$ cat config.mk
export PLATFORM = sky130hd
export DESIGN_NAME = proc_ctrl_fsm
export DESIGN_NICKNAME = d
export VERILOG_FILES = /design/src/rtl/proc_ctrl_fsm.sv
export SDC_FILE = /design/constraint.sdc
export NUM_CORES = 1
export LEC_CHECK = 0
export BUFFER_PORTS_ARGS = -buffer_cell sky130_fd_sc_hd__buf_2
export CORE_ASPECT_RATIO = 0.8
export CORE_MARGIN = 8
export CORE_UTILIZATION = 49
export CTS_BUF_LIST = sky130_fd_sc_hd__clkbuf_8
export DETAILED_ROUTE_END_ITERATION = 7
export PLACE_DENSITY = 0.87
export SLEW_MARGIN = 20
export SYNTH_ARGS = -nofsm -noshare
export SYNTH_HDL_FRONTEND = slang
export SYNTH_SLANG_ARGS = --single-unit
export TNS_END_PERCENT = 1
$ cat constraint.sdc
create_clock -name clk -period 1.5 [get_ports clk]
set_input_delay 0.075 -clock clk [delete_from_list [all_inputs] [get_ports clk]]
set_output_delay 0.075 -clock clk [all_outputs]
set_load 0.01 [all_outputs]
$ cat src/rtl/proc_ctrl_fsm.sv
// Instruction-sequencing control unit for the 9-bit-PC processor: fetches through R7,
// decodes the instruction register and drives every datapath enable and the FPU handshake.
module proc_ctrl_fsm #(
  parameter int FPU_TIMEOUT = 64,
  parameter int TO_W        = 7
) (
  input  logic        clk,
  input  logic        rst,
  input  logic        run,
  input  logic [15:0] din,
  input  logic        flag_z,
  input  logic        flag_n,
  input  logic        flag_c,
  input  logic        fpu_done,
  output logic        ir_in,
  output logic [7:0]  r_in,
  output logic        incr_pc,
  output logic [3:0]  sel,
  output logic        a_in,
  output logic        g_in,
  output logic        addsub,
  output logic        alu_and,
  output logic        addr_in,
  output logic        dout_in,
  output logic        w_d,
  output logic        fpu_start,
  output logic        done,
  output logic        fpu_err
);

  typedef enum logic [2:0] {T0, T1, T2, T3, T4, T5, FPU_WAIT} state_t;

  localparam logic [2:0] OP_MV     = 3'b000;
  localparam logic [2:0] OP_MVT_BR = 3'b001;
  localparam logic [2:0] OP_ADD    = 3'b010;
  localparam logic [2:0] OP_SUB    = 3'b011;
  localparam logic [2:0] OP_LD     = 3'b100;
  localparam logic [2:0] OP_ST     = 3'b101;
  localparam logic [2:0] OP_AND    = 3'b110;
  localparam logic [2:0] OP_FPU    = 3'b111;

  localparam logic [3:0] SEL_PC  = 4'd7;
  localparam logic [3:0] SEL_G   = 4'd8;
  localparam logic [3:0] SEL_IMM = 4'd9;
  localparam logic [3:0] SEL_DIN = 4'd10;
  localparam logic [3:0] SEL_HI  = 4'd11;
  localparam logic [3:0] SEL_FPU = 4'd12;

  localparam logic [TO_W-1:0] TO_LAST = TO_W'(FPU_TIMEOUT - 1);

  state_t          state_reg;
  logic [15:0]     ir_reg;
  logic [TO_W-1:0] to_cnt_reg;
  logic            fpu_err_reg;

  logic [2:0] opcode;
  logic       imm;
  logic [2:0] rx;
  logic [2:0] ry;
  logic [7:0] rx_onehot;
  logic [3:0] sel_rx;
  logic [3:0] sel_ry;
  logic [3:0] sel_op2;

  logic is_mv;
  logic is_mvt;
  logic is_br;
  logic is_alu;
  logic is_ld;
  logic is_st;
  logic is_fpu;
  logic br_taken;
  logic fpu_timeout;
  logic unused_ir;

  assign opcode = ir_reg[15:13];
  assign imm    = ir_reg[12];
  assign rx     = ir_reg[11:9];
  assign ry     = ir_reg[2:0];

  // Immediate bits are consumed by the datapath through sel=9/11, not here.
  assign unused_ir = ^ir_reg[8:3];

  genvar gi;
  generate
    for (gi = 0; gi < 8; gi++) begin : g_rx_dec
      assign rx_onehot[gi] = (rx == 3'(gi));
    end
  endgenerate

  assign sel_rx  = {1'b0, rx};
  assign sel_ry  = {1'b0, ry};
  assign sel_op2 = imm ? SEL_IMM : sel_ry;

  assign is_mv  = (opcode == OP_MV);
  assign is_mvt = (opcode == OP_MVT_BR) && imm;
  assign is_br  = (opcode == OP_MVT_BR) && !imm;
  assign is_alu = (opcode == OP_ADD) || (opcode == OP_SUB) || (opcode == OP_AND);
  assign is_ld  = (opcode == OP_LD);
  assign is_st  = (opcode == OP_ST);
  assign is_fpu = (opcode == OP_FPU);

  function automatic logic cond_met(input logic [2:0] cond, input logic z,
                                    input logic n, input logic c);
    case (cond)
      3'b000:  return 1'b1;
      3'b001:  return z;
      3'b010:  return !z;
      3'b011:  return !c;
      3'b100:  return c;
      3'b101:  return !n;
      3'b110:  return n;
      default: return 1'b0;
    endcase
  endfunction

  assign br_taken    = cond_met(rx, flag_z, flag_n, flag_c);
  assign fpu_timeout = (to_cnt_reg == TO_LAST);
  assign fpu_err     = fpu_err_reg;

  always_ff @(posedge clk or negedge rst) begin
    if (!rst) begin
      state_reg   <= T0;
      ir_reg      <= '0;
      to_cnt_reg  <= '0;
      fpu_err_reg <= 1'b0;
    end else begin
      case (state_reg)
        T0: if (run) state_reg <= T1;
        T1: state_reg <= T2;
        T2: begin
          ir_reg    <= din;
          state_reg <= T3;
        end
        T3: begin
          if (is_mv || is_mvt || (is_br && !br_taken))
            state_reg <= T0;
          else
            state_reg <= T4;
        end
        T4: begin
          if (is_st) begin
            state_reg <= T0;
          end else if (is_fpu) begin
            to_cnt_reg <= '0;
            state_reg  <= FPU_WAIT;
          end else begin
            state_reg <= T5;
          end
        end
        T5: state_reg <= T0;
        FPU_WAIT: begin
          // A result arriving on the last allowed cycle still wins over the timeout.
          if (fpu_done) begin
            state_reg <= T0;
          end else if (fpu_timeout) begin
            fpu_err_reg <= 1'b1;
            state_reg   <= T0;
          end else begin
            to_cnt_reg <= to_cnt_reg + TO_W'(1);
          end
        end
        default: state_reg <= T0;
      endcase
    end
  end

  always_comb begin
    ir_in     = 1'b0;
    r_in      = 8'h00;
    incr_pc   = 1'b0;
    sel       = 4'd0;
    a_in      = 1'b0;
    g_in      = 1'b0;
    addsub    = 1'b0;
    alu_and   = 1'b0;
    addr_in   = 1'b0;
    dout_in   = 1'b0;
    w_d       = 1'b0;
    fpu_start = 1'b0;
    done      = 1'b0;
    // Enables are held off for the whole reset, even mid-instruction.
    if (rst) begin
      case (state_reg)
        T0: begin
          if (run) begin
            sel     = SEL_PC;
            addr_in = 1'b1;
            incr_pc = 1'b1;
          end
        end
        T2: ir_in = 1'b1;
        T3: begin
          if (is_mv) begin
            sel  = sel_op2;
            r_in = rx_onehot;
            done = 1'b1;
          end else if (is_mvt) begin
            sel  = SEL_HI;
            r_in = rx_onehot;
            done = 1'b1;
          end else if (is_br) begin
            if (br_taken) begin
              sel  = SEL_PC;
              a_in = 1'b1;
            end else begin
              done = 1'b1;
            end
          end else if (is_alu || is_fpu) begin
            sel  = sel_rx;
            a_in = 1'b1;
          end else begin
            sel     = sel_ry;
            addr_in = 1'b1;
          end
        end
        T4: begin
          if (is_br) begin
            sel  = SEL_IMM;
            g_in = 1'b1;
          end else if (is_alu) begin
            sel     = sel_op2;
            g_in    = 1'b1;
            addsub  = (opcode == OP_SUB);
            alu_and = (opcode == OP_AND);
          end else if (is_st) begin
            sel     = sel_rx;
            dout_in = 1'b1;
            w_d     = 1'b1;
            done    = 1'b1;
          end else if (is_fpu) begin
            sel       = sel_ry;
            fpu_start = 1'b1;
          end
        end
        T5: begin
          if (is_br) begin
            sel  = SEL_G;
            r_in = 8'h80;
            done = 1'b1;
          end else if (is_ld) begin
            sel  = SEL_DIN;
            r_in = rx_onehot;
            done = 1'b1;
          end else begin
            sel  = SEL_G;
            r_in = rx_onehot;
            done = 1'b1;
          end
        end
        FPU_WAIT: begin
          if (fpu_done) begin
            sel  = SEL_FPU;
            r_in = rx_onehot;
            done = 1'b1;
          end else if (fpu_timeout) begin
            done = 1'b1;
          end
        end
        default: ;
      endcase
    end
  end

endmodule

==> results.json, run 1 <==
{
  "cp-start-kind": "register",
  "worst_ir_drop_vdd_mv": 1.321,
  "grt_first_pass_wirelength_um": 9949,
  "criticalPathCategory": "register to output port",
  "cts_made_buffers": 3,
  "dieArea_um2": 5785,
  "ctsRootBufferMaster": "clkbuf_8",
  "largest_reg_flops": 10,
  "hpwlAfterDp_um": 4458,
  "report.power.total_mw": 4.866,
  "via_count": 2146,
  "synth_fp_nets": 242,
  "antenna_found_initial": 0,
  "finalClockSkew_ns": 0.009408,
  "overflow": 0,
  "grt-busiest-layer": "met2",
  "area_growth_pct": 47.13,
  "utilization_pct": 75.24,
  "grt_max_degree": 24,
  "status": "finished, violations left",
  "slew_headroom_pct": 71.52,
  "synth_cells": 218,
  "clk_latency_ns": 0.27,
  "drt-total-wl_um": 6073,
  "critPathArrivalTime_ns": 2.02,
  "finalHoldViolCount": 0,
  "yosys.area.top_type": "dfrtp_1",
  "max_stage_delay_ns": 0.58,
  "finalCritPeriodShare_pct": 139.8,
  "endpoint_kind": "output port",
  "cts_sinks": 21,
  "ys_seq_elements": 21,
  "cts_setup_buffers": 0,
  "io_buffer_count": 40,
  "violations": "setup timing",
  "power_density_nw_per_um2": 1876,
  "row_count": 19,
  "grt_use_met1_pct": 25.12,
  "start_util_pct": 51.14,
  "synth_area_um2": 1763,
  "cp_slowest_cell": "or4b_4",
  "synthTopCellsByArea": "dfrtp_1 30%, mux2_2 4.5%, nor2_1 4.3%",
  "synth.avg_cell_area_um2": 8.087,
  "path_clk_slew_ns": 0.08,
  "grt.total_usage_pct": 20.09,
  "firstDrtPassIters": 5,
  "gp_congestion": 0.9160,
  "layout_setup_ws_ns": -0.5969,
  "grt_pass1_vias": 2124,
  "clock_path_buffers": 2,
  "synth_warnings": 0,
  "hold_class": "primary input to register",
  "wl_per_cell_um": 17.45,
  "via_per_inst": 6.167,
  "p_leak_nw": 1.149,
  "ant_nets": 0,
  "seq_area_frac_synth_pct": 29.81,
  "placed_area_um2": 2420,
  "drc_errors": 0,
  "crit_required_ns": 1.42,
  "h-tree-depth": 1,
  "yosysMostFrequentCell": "dfrtp_1",
  "fin_nets": 331,
  "hold_slack_ns": 0.02244,
  "yosys-top-cells-count": "21 x dfrtp_1, 20 x nor2_1, 19 x nand2_1",
  "core_area_um2": 3447,
  "synth-edff-count": 0,
  "ioPinCount": 47,
  "period_needed_ns": 2.097,
  "diodes": 0,
  "grt_use_met3_pct": 5.282,
  "path_max_fanout": 6,
  "cap_violations": 0,
  "cts_tree": "done",
  "async_reset_ff_share_pct": 100.0,
  "ys_types": 54,
  "drv_slew": 0,
  "setup_viol": 35,
  "met2_usage_pct": 32.33,
  "fmax_mhz": 476.9,
  "ys.flop_type": "dfrtp_1",
  "worst_pin_slew_ns": 0.4252,
  "fin_area_um2": 2594,
  "synth_top_area_share_pct": 29.81,
  "rsz0062_at_grt": "true",
  "drt-initial-drc-count": 188,
  "die_w_um": 83.06,
  "timing.critical_path.cells": "or4b_4 -> a311oi_4 -> a21oi_2 -> o22ai_2 -> buf_2",
  "drive_gt1_share_pct": 48.04,
  "die_y_um": 69.65
}
cells by family (layout without fill, tap and decap cells):
group | after synthesis | in the layout | share of synthesized area [%]
and+or+nand+nor | 98 | 98 | 31.94
AOI/OAI and AO/OA | 63 | 63 | 25.34
buffers and inverters | 26 | 114 | 6.671
DFF | 21 | 21 | 29.81
muxes | 8 | 8 | 5.039
adders and majority gates | 1 | 1 | 0.7096
xor gates and xnor gates | 1 | 1 | 0.4969
routing by layer:
layer / vias up / share of wire (%)
met5: - / 0
met4: 0 / 2.2
li1: 991 / -
met2: 130 / 45
met3: 16 / 9.8
met1: 1009 / 42
critical path: cells and delay by family, from the launching register on:
kind / cells / cell delay (ns)
AND/OR/NAND/NOR: 1 / 0.58
buffers and inverters: 1 / 0.16
flip-flops: 1 / 0.47
AO/OA/AOI/OAI: 3 / 0.55
repair_timing:
| action | 4_1_cts | 5_1_grt |
|---|---|---|
| pin swaps | 9 | 5 |
| hold buffers | 1 | 0 |
| endpoints found under the setup margin | 38 | 40 |
| gates resized for setup | 17 | 13 |
| endpoints found under the hold margin | 21 | 0 |
area by class of cell:
class | count | area [um2]
clock buffers | 3 | 41.29
clock inverters | 1 | 5.005
fillers | 241 | 853.3
inverters | 9 | 33.78
multi-input cells | 171 | 1241
repair buffers | 101 | 688.2
flip-flops and latches | 21 | 531.8
well taps | 42 | 52.55
stage by stage:
step / std cells / TNS (ns) / setup WS, ns
detailed placement: 343 / -3.730 / -0.3232
global placement: 343 / -2.966 / -0.2523
floorplan: 218 / -0.8824 / -0.08238
finish: 348 / -9.276 / -0.5969
global route: 348 / -11.91 / -0.6265
CTS: 348 / -8.402 / -0.5679
where the power goes:
| part | switching (mW) | internal, mW | leakage (nW) | total (mW) |
|---|---|---|---|---|
| clock | 0.203 | 0.185 | 0.0255 | 0.388 |
| sequential | 0.321 | 0.791 | 0.257 | 1.11 |
| combinational | 1.70 | 1.67 | 0.866 | 3.37 |
| total | 2.23 | 2.64 | 1.15 | 4.87 |
final timing paths:
path                                    from             to  slack (ns)  depth (start not counted)
worst max-delay path              ir_reg[14]         sel[2]       -0.60                          5
worst min-delay path                  din[1]      ir_reg[1]        0.02                          3
worst max register to register  state_reg[1]  to_cnt_reg[5]       -0.08                          5
worst min register to register       fpu_err        fpu_err        0.48                          1
max in group asynchronous                rst     ir_reg[14]        0.79                          3
min in group asynchronous                rst      ir_reg[0]        0.33                          2
cell usage in the layout, fill, tap and decap left out, types with 3 or more instances in the layout:
master / Yosys / routed
nand4_1: 3 / 3
nand3b_1: 3 / 3
nand2_1: 19 / 19
inv_1: 9 / 9
or2_4: 1 / 3
mux2_2: 7 / 7
nor3_1: 6 / 3
buf_4: 2 / 55
nor2b_1: 5 / 4
a21oi_2: 0 / 3
o31ai_1: 4 / 3
nor3b_1: 7 / 7
o2111ai_1: 5 / 4
dfrtp_2: 0 / 5
o21ai_0: 10 / 8
nor2_1: 20 / 20
nand2b_1: 8 / 8
buf_6: 0 / 4
nand3_1: 10 / 9
a21oi_1: 14 / 11
buf_2: 10 / 40
nor3_2: 0 / 3
a31oi_1: 3 / 3
o22ai_1: 5 / 3
clkbuf_8: 0 / 3
a2bb2oi_1: 3 / 3
dfrtp_1: 21 / 16
No activity file was read; power rests on OpenSTA's default activity.
==> inputs of run 2 (changes only) <==
SKIP_LAST_GASP = 1   (was default)
==> run 2 against run 1 <==
Effect of this change:
- the run still ends with setup timing left
- critical endpoint unchanged
- first-iteration DRC count decreased by 14%
- critical path depth is the same
- register-to-register slack worse by 0.07 ns
- via count shrank 0.28%
- clock skew down 0.00056 ns
- routed wire length is 0.28% lower
==> results.json, run 2 (synthesized netlist as in run 1, its figures left out) <==
{
  "dieArea_um2": 5785,
  "cap_violations": 0,
  "p_clk_share_pct": 8.0,
  "worstHoldPathCells": 3,
  "endpoint_kind": "output port",
  "placedCellCount": 343,
  "layout_setup_ws_ns": -0.6168,
  "diodes": 0,
  "slew_headroom_pct": 66.80,
  "worstHoldStart": "din[1]",
  "finalHoldViolCount": 0,
  "timing.rr.start": "state_reg[1]",
  "worst_pin_slew_ns": 0.4941,
  "hold_end": "ir_reg[1]",
  "grt.total_usage_pct": 19.46,
  "drv_slew": 0,
  "status": "finished, violations left",
  "die_w_um": 83.06,
  "rrSetupSlack_ns": -0.15,
  "hold_class": "primary input to register",
  "overflow": 0,
  "h-tree-depth": 1,
  "utilization_pct": 74.74,
  "p_sw_mw": 2.223,
  "fin_cells": 351,
  "core_area_um2": 3447,
  "cts_tree": "done",
  "p_leak_nw": 1.150,
  "setup_tns_ns": -10.33,
  "area_growth_pct": 46.13,
  "drt-initial-drc-count": 162,
  "hpwlAfterDp_um": 4458,
  "mostFrequentLayoutCells": "62 x buf_4, 40 x buf_2, 20 x nor2_1, 19 x nand2_1, 17 x dfrtp_1",
  "rr_endpoint": "to_cnt_reg[2]",
  "grt_first_pass_wirelength_um": 9646,
  "critPathArrivalTime_ns": 2.04,
  "gp_congestion": 0.9160,
  "drt-total-wl_um": 6056,
  "power_density_nw_per_um2": 1878,
  "grt_pass1_vias": 2024,
  "crit_required_ns": 1.42,
  "wl_per_cell_um": 17.25,
  "rsz0062_at_grt": "true",
  "ant_nets": 0,
  "row_count": 19,
  "firstDrtPassIters": 4,
  "finalClockSkew_ns": 0.008850,
  "worst_ir_drop_vdd_mv": 1.444,
  "cts_sinks": 21,
  "sw_frac_of_total_pct": 45.94,
  "finalCritPeriodShare_pct": 141.1,
  "cp-start-kind": "register",
  "die_y_um": 69.65,
  "fmax_mhz": 472.4,
  "clock_path_buffers": 2,
  "start_util_pct": 51.14,
  "nFillCells": 257,
  "path_clk_slew_ns": 0.08,
  "io_buffer_count": 40,
  "fin_nets": 334,
  "ctsRootBufferMaster": "clkbuf_8",
  "comb_power_share_pct": 69.1,
  "drive_gt1_share_pct": 45.63,
  "largest_reg_flops": 10,
  "clk_latency_ns": 0.27,
  "violations": "setup timing",
  "via_per_inst": 6.097,
  "reg2reg_depth": 4,
  "grt_max_degree": 24,
  "setup_viol": 39,
  "via_count": 2140,
  "period_needed_ns": 2.117,
  "antenna_found_initial": 0,
  "cts_made_buffers": 3,
  "drc_errors": 0,
  "layout_commonest_cell": "buf_4",
  "criticalPathCategory": "register to output port",
  "internal-power_mw": 2.615,
  "path_max_fanout": 6,
  "ioPinCount": 47,
  "seqPwrFrac_pct": 22.8
}
==> run 2: cell count changes in the layout (fill, tap and decap cells not counted), moves of 2 or more <==
cell / previous run / this run
a21oi_1: 11 / 13
a21oi_2: 3 / 1
buf_4: 55 / 62
buf_6: 4 / 0
o21ai_0: 8 / 10
==> run 2: through the flow <==
step                      total power, mW  area, um2  setup WS (ns)  hold slack, ns
final                               4.838       2576        -0.6168         0.02058
after global routing                5.140       2576        -0.6583         0.01770
after CTS                           4.566       2501        -0.5683         0.02074
after detailed placement            4.104       2420        -0.3232        -0.06217
after global placement              4.017       2420        -0.2523        -0.06488
after floorplan                     2.806       1794       -0.08238         -0.2206
==> run 2: power by group through the flow <==
stage | clock, mW | sequential (mW) | combinational [mW]
floorplan | 0 | 0.987 | 1.82
global placement | 0 | 1.06 | 2.96
detailed placement | 0 | 1.08 | 3.03
CTS | 0.390 | 1.08 | 3.10
global route | 0.413 | 1.14 | 3.59
finish | 0.388 | 1.10 | 3.35
==> run 2: metal layers <==
layer	wire [um]	track usage, %	part of all wire [%]
met5	0	0	0
met2	2703	31.47	45
met4	172	4.475	2.8
met1	2592	25.60	43
met3	588	4.108	9.7
==> run 2: what timing repair did <==
action / in CTS / in global routing
buffers inserted: 0 / 3
pin swaps: 0 / 2
hold buffers: 1 / 0
gates resized for setup: 6 / 8
endpoints found under the setup margin: 38 / 41
hold endpoints to repair: 21 / 0
==> run 2: final cells by class <==
cell class | instances | area, um2 | share of cell area [%]
multi-input cells | 171 | 1217 | 47.26
repair buffers | 104 | 695.7 | 27.00
flip-flops and latches | 21 | 530.5 | 20.59
well taps | 42 | 52.55 | 2.040
clock buffers | 3 | 41.29 | 1.603
inverters | 9 | 33.78 | 1.311
clock inverters | 1 | 5.005 | 0.1943
==> run 2: worst max-delay path, cell delays in order, from the launching register on <==
cell	delay, ns
dfrtp_2	0.47
or4b_4	0.58
a311oi_4	0.31
a21oi_2	0.11
o22ai_2	0.14
buf_2	0.16
==> run 2: worst max-delay path by stage <==
stage | startpoint | to | slack (ns) | cells past startpoint
after floorplan | ir_reg[14] | sel[1] | -0.08 | 4
after global placement | ir_reg[10] | done | -0.25 | 5
after detailed placement | ir_reg[14] | sel[2] | -0.32 | 5
after CTS | ir_reg[14] | sel[2] | -0.57 | 5
after global routing | ir_reg[14] | sel[1] | -0.66 | 5
final | ir_reg[14] | sel[2] | -0.62 | 5
==> inputs of run 3 (changes only) <==
--- a/config.mk
+++ b/config.mk
@@ -13,5 +13,4 @@
 export DETAILED_ROUTE_END_ITERATION = 7
 export PLACE_DENSITY = 0.87
-export SKIP_LAST_GASP = 1
 export SLEW_MARGIN = 20
 export SYNTH_ARGS = -nofsm -noshare
==> constraint.sdc (replaced) <==
create_clock -name clk -period 1.5 [get_ports clk]
set_input_delay 0.075 -clock clk [delete_from_list [all_inputs] [get_ports clk]]
set_output_delay 0.075 -clock clk [all_outputs]
set_load 0.05 [all_outputs]
==> run 3 against run 2 <==
Effect of this change:
- die area unchanged
- register-to-register slack got worse by 0.17 ns
- non-clock buffer count grew 17
- largest power group unchanged
- sequential share of layout area shrank 3.4 points
- utilization up 15 points
- design area is 20% higher
- the flow still finishes with violations (setup timing)
==> results.json, run 3 (synthesized netlist as in run 1, its figures left out) <==
{
  "status": "finished, violations left",
  "violations": "setup timing",
  "die_w_um": 83.06,
  "crit_required_ns": 1.42,
  "cts_sinks": 21,
  "critPathArrivalTime_ns": 2.24,
  "cap_violations": 0,
  "slew_headroom_pct": 74.36,
  "ant_nets": 0,
  "ff_latch_area_um2": 531.8,
  "rsz0062_at_grt": "true",
  "setup_tns_ns": -14.90,
  "critPathTopFamily": "buffers and inverters",
  "gp_congestion": 0.9551,
  "wl_per_cell_um": 24.20,
  "endpoint_kind": "output port",
  "grt_pass1_vias": 2414,
  "rrSetupSlack_ns": -0.32,
  "overflow": 0,
  "worst_pin_slew_ns": 0.3834,
  "path_max_fanout": 3,
  "row_count": 19,
  "io_buffer_count": 40,
  "firstDrtPassIters": 6,
  "ioPinCount": 47,
  "drive_gt1_share_pct": 57.98,
  "timing.rr.start": "state_reg[0]",
  "dieArea_um2": 5785,
  "post-place-ws_ns": -0.4177,
  "largest_reg_flops": 10,
  "diodes": 0,
  "cp-start-kind": "register",
  "p_leak_nw": 1.284,
  "timing.critical_path.cells": "buf_12 -> nor4b_4 -> buf_4 -> buf_6 -> a21oi_4 -> nor2_2 -> o311a_1 -> buf_6",
  "cts_made_buffers": 3,
  "comb_power_share_pct": 75.4,
  "path_clk_slew_ns": 0.09,
  "finalHoldViolCount": 0,
  "placed_area_um2": 2631,
  "cp.depth": 8,
  "multi_input_area_um2": 1439,
  "internal-power_mw": 3.018,
  "reg2reg_depth": 6,
  "worstSetupEndpoint": "sel[3]",
  "core_area_um2": 3447,
  "grt_first_pass_wirelength_um": 12650,
  "h-tree-depth": 1,
  "grt_max_degree": 22,
  "finalCritPeriodShare_pct": 154.5,
  "die_y_um": 69.65,
  "max_stage_delay_ns": 0.46,
  "fin_area_um2": 3098,
  "hpwlAfterDp_um": 4876,
  "fmax_mhz": 431.4,
  "layout_setup_ws_ns": -0.8181,
  "p_clk_share_pct": 6.8,
  "drv_slew": 0,
  "crit_start": "ir_reg[15]",
  "worstPathBufferInverterCount": 4,
  "drc_errors": 0,
  "area_growth_pct": 75.73,
  "cp_slowest_cell": "dfrtp_2",
  "via_count": 2574,
  "start_util_pct": 51.14,
  "via_per_inst": 6.995,
  "clk_latency_ns": 0.28,
  "period_needed_ns": 2.318,
  "report.power.total_mw": 6.151,
  "mostFrequentLayoutCells": "70 x buf_4, 27 x buf_6, 19 x nand2_1, 18 x buf_2, 16 x dfrtp_1",
  "nFillCells": 144,
  "grt.total_usage_pct": 26.53,
  "setup_viol": 40,
  "hold_slack_ns": 0.01315,
  "path_common_cell": "buf_6",
  "drt-initial-drc-count": 450,
  "cts_tree": "done",
  "p_sw_mw": 3.133,
  "hold_class": "primary input to register",
  "antenna_found_initial": 0,
  "sw_frac_of_total_pct": 50.93,
  "seqPwrFrac_pct": 17.8,
  "fin_nets": 351,
  "clock_path_buffers": 2,
  "finalClockSkew_ns": 0.004827,
  "criticalPathCategory": "register to output port",
  "drt-total-wl_um": 8907,
  "ctsRootBufferMaster": "clkbuf_8",
  "worst_ir_drop_vdd_mv": 1.555,
  "rr_endpoint": "to_cnt_reg[5]",
  "layout_commonest_cell": "buf_4",
  "power_density_nw_per_um2": 1985
}
==> run 3: changes by cell type in the layout (fill, tap and decap cells not counted), moves of 5 or more <==
cell     delta
buf_6      +27
buf_2      -22
nor2_1     -12
nor2_4      +9
buf_4       +8
a21oi_1     -6
a21oi_2     +5
==> run 3: repair_timing <==
| item | in CTS | in global routing |
|---|---|---|
| hold buffers | 4 | 0 |
| resized for setup | 34 | 72 |
| endpoints found under the setup margin | 40 | 41 |
| pin swaps | 3 | 19 |
| cloned | 0 | 0 |
| buffers inserted | 0 | 5 |
| hold endpoints to repair | 6 | 0 |
==> run 3: worst register-to-register path, stage by stage, from the launching register on <==
cell	delay, ns
dfrtp_1	0.45
buf_4	0.19
and4bb_2	0.30
o31ai_1	0.07
buf_4	0.16
or4_4	0.42
a21oi_2	0.15
==> run 3: worst min-delay path by stage <==
stage | from | to | cells after the start
after detailed placement | rst | ir_reg[0] | 1
after floorplan | rst | fpu_err | 0
after global placement | rst | ir_reg[0] | 1
final | din[1] | ir_reg[1] | 3
after CTS | din[9] | ir_reg[9] | 3
after global routing | din[10] | ir_reg[10] | 2
==> run 3: layer usage <==
layer,GRT usage [%],up-vias,part of all wire (%)
li1,-,1033,-
met1,30.73,1186,34
met2,41.72,280,46
met3,7.981,75,12
met4,16.73,0,7.4
met5,0,-,0
==> run 3: per-stage QoR <==
stage | utilization [%] | instances
after floorplan | - | 218
after global placement | 76.33 | 355
after detailed placement | 76.33 | 355
after CTS | 82.03 | 363
after global routing | 89.87 | 368
final | 89.87 | 368
==> run 3: final cells by class <==
class / instances / share of cell area, %
Tap cell: 42 / 1.696
Clock inverter: 1 / 0.1616
Multi-Input combinational cell: 171 / 46.45
Sequential cell: 21 / 17.16
Timing Repair Buffer: 121 / 32.11
Inverter: 9 / 1.090
Clock buffer: 3 / 1.333
==> run 3: power groups by stage <==
stage	Clock (mW)	Sequential, mW	Combinational (mW)
3_3_place_gp	0	1.02	3.44
6_report	0.420	1.09	4.64
2_1_floorplan	0	0.993	2.17
3_5_place_dp	0	1.05	3.58
4_1_cts	0.389	1.06	3.87
5_1_grt	0.429	1.11	4.79
